===== src/rtl/fifo_pkg.sv =====
// Shared FIFO helpers: pointer-width calculation and Gray encode/decode.
// Latency: none. These are pure functions used at elaboration time or in combinational logic.
// Backpressure: not applicable. The package holds no state and no flow control.
package fifo_pkg;

    // Widest pointer the Gray helpers handle. Callers size-cast to their own width.
    localparam int unsigned GRAY_W = 32;

    // Ceiling log2 for sizing address fields. A depth of 1 gives 0 bits.
    function automatic int unsigned clog2(input int unsigned val);
        int unsigned res;
        res = 0;
        for (int unsigned i = 0; i < 32; i++) begin
            if (((val - 1) >> i) != 0) begin
                res = i + 1;
            end
        end
        return res;
    endfunction

    // Default geometry shared by the read and write controllers.
    localparam int unsigned DEF_DEPTH     = 1024;
    localparam int unsigned DEF_ADDR_BITS = clog2(DEF_DEPTH);

    // Binary to reflected Gray. Adjacent binary values differ in exactly one Gray bit.
    function automatic logic [GRAY_W-1:0] bin2gray(input logic [GRAY_W-1:0] bin);
        return bin ^ (bin >> 1);
    endfunction

    // Reflected Gray to binary, for the far side of the pointer synchroniser.
    function automatic logic [GRAY_W-1:0] gray2bin(input logic [GRAY_W-1:0] gray);
        logic [GRAY_W-1:0] bin;
        bin[GRAY_W-1] = gray[GRAY_W-1];
        for (int i = GRAY_W - 2; i >= 0; i--) begin
            bin[i] = bin[i+1] ^ gray[i];
        end
        return bin;
    endfunction

endpackage


===== src/rtl/fifo_skid_buf.sv =====
// Two-entry valid/ready output buffer. The head entry drives head_data.
// Latency: a word pushed in cycle T is at the head in T+1 if the buffer was empty.
// Backpressure: a push into a full buffer without a pop is ignored, so the producer must gate on count.
module fifo_skid_buf
    import fifo_pkg::*;
#(
    parameter int unsigned P_WIDTH = 8
) (
    input  logic               clk,
    input  logic               rst_n,
    input  logic               push,
    input  logic [P_WIDTH-1:0] push_data,
    input  logic               pop,
    output logic [1:0]         count,
    output logic [P_WIDTH-1:0] head_data
);

    logic [P_WIDTH-1:0] ent0_q, ent0_d;
    logic [P_WIDTH-1:0] ent1_q, ent1_d;
    logic [1:0]         cnt_q, cnt_d;
    logic               pop_eff;
    logic               push_eff;

    // Only pop a word that exists. Only push when there is room now or a pop frees a slot.
    assign pop_eff  = pop && (cnt_q != 2'd0);
    assign push_eff = push && ((cnt_q != 2'd2) || pop_eff);

    // Next-state for the entries and the count. ent0 is always the head.
    always_comb begin
        ent0_d = ent0_q;
        ent1_d = ent1_q;
        cnt_d  = cnt_q;
        case ({push_eff, pop_eff})
            2'b10: begin
                if (cnt_q == 2'd0) begin
                    ent0_d = push_data;
                end else begin
                    ent1_d = push_data;
                end
                cnt_d = cnt_q + 2'd1;
            end
            2'b01: begin
                ent0_d = ent1_q;
                cnt_d  = cnt_q - 2'd1;
            end
            2'b11: begin
                // The count is unchanged. With two words held, the second shifts up
                // and the new word takes the tail.
                if (cnt_q == 2'd2) begin
                    ent0_d = ent1_q;
                    ent1_d = push_data;
                end else begin
                    ent0_d = push_data;
                end
            end
            default: begin
            end
        endcase
    end

    // Register the entries and the count. Reset empties the buffer and clears the head.
    always_ff @(posedge clk) begin
        if (!rst_n) begin
            ent0_q <= '0;
            ent1_q <= '0;
            cnt_q  <= 2'd0;
        end else begin
            ent0_q <= ent0_d;
            ent1_q <= ent1_d;
            cnt_q  <= cnt_d;
        end
    end

    assign count     = cnt_q;
    assign head_data = ent0_q;

endmodule


===== src/rtl/fifo_fwft_rd_ctrl.sv =====
// FIFO read-side controller: owns rd_ptr, drives the BRAM read address and presents a first-word-fall-through stream.
// Latency: wr_ptr_sync moving ahead in cycle T gives m_valid in T+2. One word per cycle is sustained after that.
// Backpressure: while m_ready is low, reads stop once buffered plus in-flight words reach two. No word is lost.
module fifo_fwft_rd_ctrl
    import fifo_pkg::*;
#(
    parameter int unsigned  P_DEPTH   = 1024,
    parameter int unsigned  P_WIDTH   = 8,
    localparam int unsigned ADDR_BITS = clog2(P_DEPTH),
    localparam int unsigned PTR_W     = ADDR_BITS + 1
) (
    input  logic                 rd_clk,
    input  logic                 rd_rst_n,
    input  logic [PTR_W-1:0]     wr_ptr_sync,
    output logic [ADDR_BITS-1:0] bram_rd_addr,
    input  logic [P_WIDTH-1:0]   bram_rd_data,
    output logic [P_WIDTH-1:0]   m_data,
    output logic                 m_valid,
    input  logic                 m_ready,
    output logic [PTR_W-1:0]     rd_ptr,
    output logic [PTR_W-1:0]     rd_ptr_gray,
    output logic [PTR_W-1:0]     rd_level
);

    logic [PTR_W-1:0] rd_ptr_q, rd_ptr_d;
    logic [PTR_W-1:0] rd_ptr_gray_q, rd_ptr_gray_d;
    logic             inflight_q, inflight_d;
    logic [1:0]       buf_cnt;
    logic             empty_mem;
    logic             pop;
    logic             issue;
    logic [2:0]       occ_now;
    logic [2:0]       occ_limit;

    // The memory holds unread words whenever the pointers differ, including the full case
    // where only the wrap bits differ.
    assign empty_mem = (wr_ptr_sync == rd_ptr_q);

    assign m_valid = (buf_cnt != 2'd0);
    assign pop     = m_valid && m_ready;

    // Issue only if the word returning next cycle is sure to find a free buffer slot.
    // buf_cnt + inflight - pop <= 1 is rewritten as buf_cnt + inflight <= 1 + pop to avoid underflow.
    assign occ_now   = {1'b0, buf_cnt} + {2'b00, inflight_q};
    assign occ_limit = 3'd1 + {2'b00, pop};
    assign issue     = !empty_mem && (occ_now <= occ_limit);

    // Next read pointer, in-flight flag and Gray image of the next pointer.
    always_comb begin
        rd_ptr_d   = rd_ptr_q;
        inflight_d = 1'b0;
        if (issue) begin
            rd_ptr_d   = rd_ptr_q + PTR_W'(1);
            inflight_d = 1'b1;
        end
        rd_ptr_gray_d = PTR_W'(bin2gray(32'(rd_ptr_d)));
    end

    // Pointer, Gray and in-flight registers. Reset discards any read in progress.
    always_ff @(posedge rd_clk) begin
        if (!rd_rst_n) begin
            rd_ptr_q      <= '0;
            rd_ptr_gray_q <= '0;
            inflight_q    <= 1'b0;
        end else begin
            rd_ptr_q      <= rd_ptr_d;
            rd_ptr_gray_q <= rd_ptr_gray_d;
            inflight_q    <= inflight_d;
        end
    end

    // The BRAM registers its read, so data for last cycle's address arrives while inflight_q is set.
    fifo_skid_buf #(
        .P_WIDTH (P_WIDTH)
    ) u_skid_buf (
        .clk       (rd_clk),
        .rst_n     (rd_rst_n),
        .push      (inflight_q),
        .push_data (bram_rd_data),
        .pop       (pop),
        .count     (buf_cnt),
        .head_data (m_data)
    );

    assign bram_rd_addr = rd_ptr_q[ADDR_BITS-1:0];
    assign rd_ptr       = rd_ptr_q;
    assign rd_ptr_gray  = rd_ptr_gray_q;

    // Level counts words not yet handed to the consumer: unissued, in flight and buffered.
    assign rd_level = (wr_ptr_sync - rd_ptr_q) + PTR_W'(inflight_q) + PTR_W'(buf_cnt);

endmodule


===== config.mk =====
export PLATFORM = sky130hd
export DESIGN_NAME = fifo_fwft_rd_ctrl
export DESIGN_NICKNAME = d
export VERILOG_FILES = /design/src/rtl/fifo_pkg.sv /design/src/rtl/fifo_skid_buf.sv /design/src/rtl/fifo_fwft_rd_ctrl.sv
export SDC_FILE = /design/constraint.sdc
export NUM_CORES = 1
export LEC_CHECK = 0
export ABC_AREA = 1
export CAP_MARGIN = 5
export CORE_MARGIN = 2
export CORE_UTILIZATION = 50
export CTS_BUF_LIST = sky130_fd_sc_hd__clkbuf_4
export DETAILED_ROUTE_END_ITERATION = 7
export PLACE_DENSITY = 0.82
export SETUP_SLACK_MARGIN = 0.02
export SYNTH_ARGS = -nofsm -noshare
export SYNTH_HDL_FRONTEND = slang
export SYNTH_SLANG_ARGS = --single-unit
export TNS_END_PERCENT = 5

===== constraint.sdc =====
create_clock -name rd_clk -period 3.7 [get_ports rd_clk]
set_input_delay 0.74 -clock rd_clk [delete_from_list [all_inputs] [get_ports rd_clk]]
set_output_delay 0.74 -clock rd_clk [all_outputs]
set_load 0.03 [all_outputs]

==> results.toml <==
[cells_and_area]
nFillCells = 477
layout-drive-gt1-share_pct = 12.5
diodes = 0
syn_to_final_growth_pct = 30.1
final_area_um2 = 3590
nNetsFinal = 511

[clock_tree]
clkLatencyLatePin_ns = 0.35
cts_buffers = 5
cts_buffer_depth = 2
clock-sinks = 40
root_buffer = "clkbuf_4"
cts.clk_slew.worst_paths_ns = 0.13
cts_hold_buf = 0
cts_tree = "built"
htree_levels = 2

[synth]
syn_area_um2 = 2760
yosys-top-cells-count = "nand2_1 (89), inv_1 (54), dfxtp_1 (40)"
ys_warn_count = 0
synth_seq_cells = 40
synth.avg_cell_area_um2 = 7.01
yosys_most_used_dff = "dfxtp_1"
synth.yosys.seq_area_share_pct = 29.1
synth_top_area_share_pct = 29.1
synth.distinct_cells = 32
yosysMostFrequentCell = "nand2_1"
synth_top_area_cell = "dfxtp_1"
synth.area.top_cells = "dfxtp_1 (29%), nand2_1 (12%), ha_1 (10%), inv_1 (7.4%), o21ai_0 (6.5%)"
syn_inst = 393
async_flop_share_pct = 0
synth_nets = 442
synth_edf_count = 0

[sta]
fin_ws_ns = 0.0978
drv_slew = 0
fmax_mhz = 278
whs_ns = 0.557
post-route-min-period_ns = 3.60
min_period_over_period_pct = 97.4
grt_setup_unrepaired = "yes"
hold_violations = 0
slew_headroom_pct = 62.0
worst_pin_slew_ns = 0.569
finClkSkew_ns = 0.0172
setup_viol = 0

[pwr]
pwr_density_cell_nw_per_um2 = 1040
p_leak_nw = 1.74
ir_worst_vdd_mv = 0.552

[worst_hold_path]
holdPathStages = 2
hp-start = "u_skid_buf.ent1_q[2]$_SDFFE_PN0P_"
hold_class = "reg -> reg"
whs_endpoint = "u_skid_buf.ent1_q[2]$_SDFFE_PN0P_"

[place]
dp_hpwl_um = 4970
place_ws_ns = -0.211
placed_area_um2 = 3460
io_buffers = 73
routabilityCongestion = 0.890

[floorplan]
die_h_um = 78.3
die_area_um2 = 6120
core_area_um2 = 5410
initial_core_util_pct = 51.0
die_width_um = 78.3
pin_count = 74
rows = 27

[drt]
drtIter0Drc = 102
dr.pass1.iters = 4
wl_um = 6250
num_vias = 2689
viasPerCell = 5.03
wl_per_cell_um = 11.7
drc_errors = 0
final_antenna_net_count = 0

[grt]
met3_usage_pct = 4.02
antenna_found_initial = 0
grt_util_all_layers_pct = 21.1
overflow = 0
grt_use_met2_pct = 37.2
grt_max_degree = 20
grt_pass1_vias = 2501
grt_pass1_wl_um = 10500
met1_usage_pct = 25.2
top_usage_layer = "met2"

[critical_path]
start_kind = "input port"
r2r_start = "u_skid_buf.count[1]$_SDFFE_PN0P_"
ff2ff_path_depth = 11
regToRegSetupSlack_ns = 1.07
worstPathArrival_ns = 2.86
cp_max_fo = 3
r2r-end = "rd_ptr_gray[8]$_SDFF_PN0_"
cp-end-kind = "primary output"
crit_type = "in -> out"
required_ns = 2.96

[run]
cap_violations = 0

[status]
outcome = "finished, final reports clean"
cells in the final DEF, fill, tap and decap left out, types with 5 or more instances in the layout:
master           synthesis  routed
o21ai_0                 36      31
dfxtp_1                 40      39
nand2_2                 10      11
xor2_1                  12      12
buf_4                   11      17
nor2_1                  34      33
nand3_1                 14      14
clkbuf_4                 0       5
nand4_1                  7       7
inv_1                   54      53
clkdlybuf4s50_1          0      62
o21ai_1                  1       5
ha_1                    23      23
a21oi_1                 27      24
nand2_1                 89      88
where the power goes:
part / leakage, nW / switching, mW / internal (mW)
combinational: 1.36 / 1.73 / 1.01
clock: 0.0418 / 0.155 / 0.144
sequential: 0.330 / 0.103 / 0.594
total: 1.74 / 1.99 / 1.75
worst max-delay path by stage:
stage / from / endpoint / slack (ns)
floorplan: rd_ptr[0]$_SDFF_PN0_ / rd_level[10] / 0.22
global placement: wr_ptr_sync[1] / rd_level[8] / -0.17
detailed placement: wr_ptr_sync[1] / rd_level[10] / -0.21
CTS: wr_ptr_sync[1] / rd_level[9] / 0.02
global route: wr_ptr_sync[0] / rd_level[10] / -0.03
finish: wr_ptr_sync[0] / rd_level[10] / 0.1
flip-flops by register name (all words and copies together), names as in the netlist:
register / count
inflight_q: 1
rd_ptr: 11
rd_ptr_gray: 10
u_skid_buf.count: 2
u_skid_buf.ent1_q: 8
u_skid_buf.head_data: 8
cell families after synthesis:
kind of cell	after synthesis	share of synthesized area [%]
flip-flops	40	29.1
AND/OR/NAND/NOR	163	25.6
buffers and inverters	74	12.5
XOR/XNOR	15	4.77
AO/OA/AOI/OAI	74	14.7
adder cells (fa/ha/maj)	27	13.3
critical path, cell delays in order:
cell	delay, ns
clkdlybuf4s50_1	0.48
inv_1	0.08
fa_2	0.37
fa_2	0.39
nor3_2	0.18
nor2_1	0.09
o21ai_1	0.17
xor2_1	0.17
buf_4	0.18
stage by stage:
step	total power, mW	util [%]	instances	TNS [ns]
floorplan	2.63	-	393	0
global placement	3.32	64.1	526	-0.553
finish	3.74	66.4	535	0
detailed placement	3.37	64.1	526	-0.854
global route	4.05	66.4	535	-0.0339
CTS	3.71	65.9	535	0
metal layers:
metal / share of wire [%] / wire length (µm)
met4: 3.0 / 187
met1: 43 / 2700
met2: 49 / 3090
met3: 4.4 / 274
met5: 0 / 0
layout make-up:
cell class / instances / area, µm² / area share [%]
clock inverter: 3 / 46.3 / 1.29
multi-input combinational: 279 / 1640 / 45.7
sequential: 40 / 802 / 22.4
timing repair buffer: 80 / 761 / 21.2
clock buffer: 5 / 37.5 / 1.05
inverter: 56 / 210 / 5.86
tap: 72 / 90.1 / 2.51
timing repair:
item	in CTS	in global routing
resized for setup	7	10
pin swaps	5	6
setup endpoints to repair	7	8
buffers inserted	1	0
No activity file was read; power rests on OpenSTA's default activity.
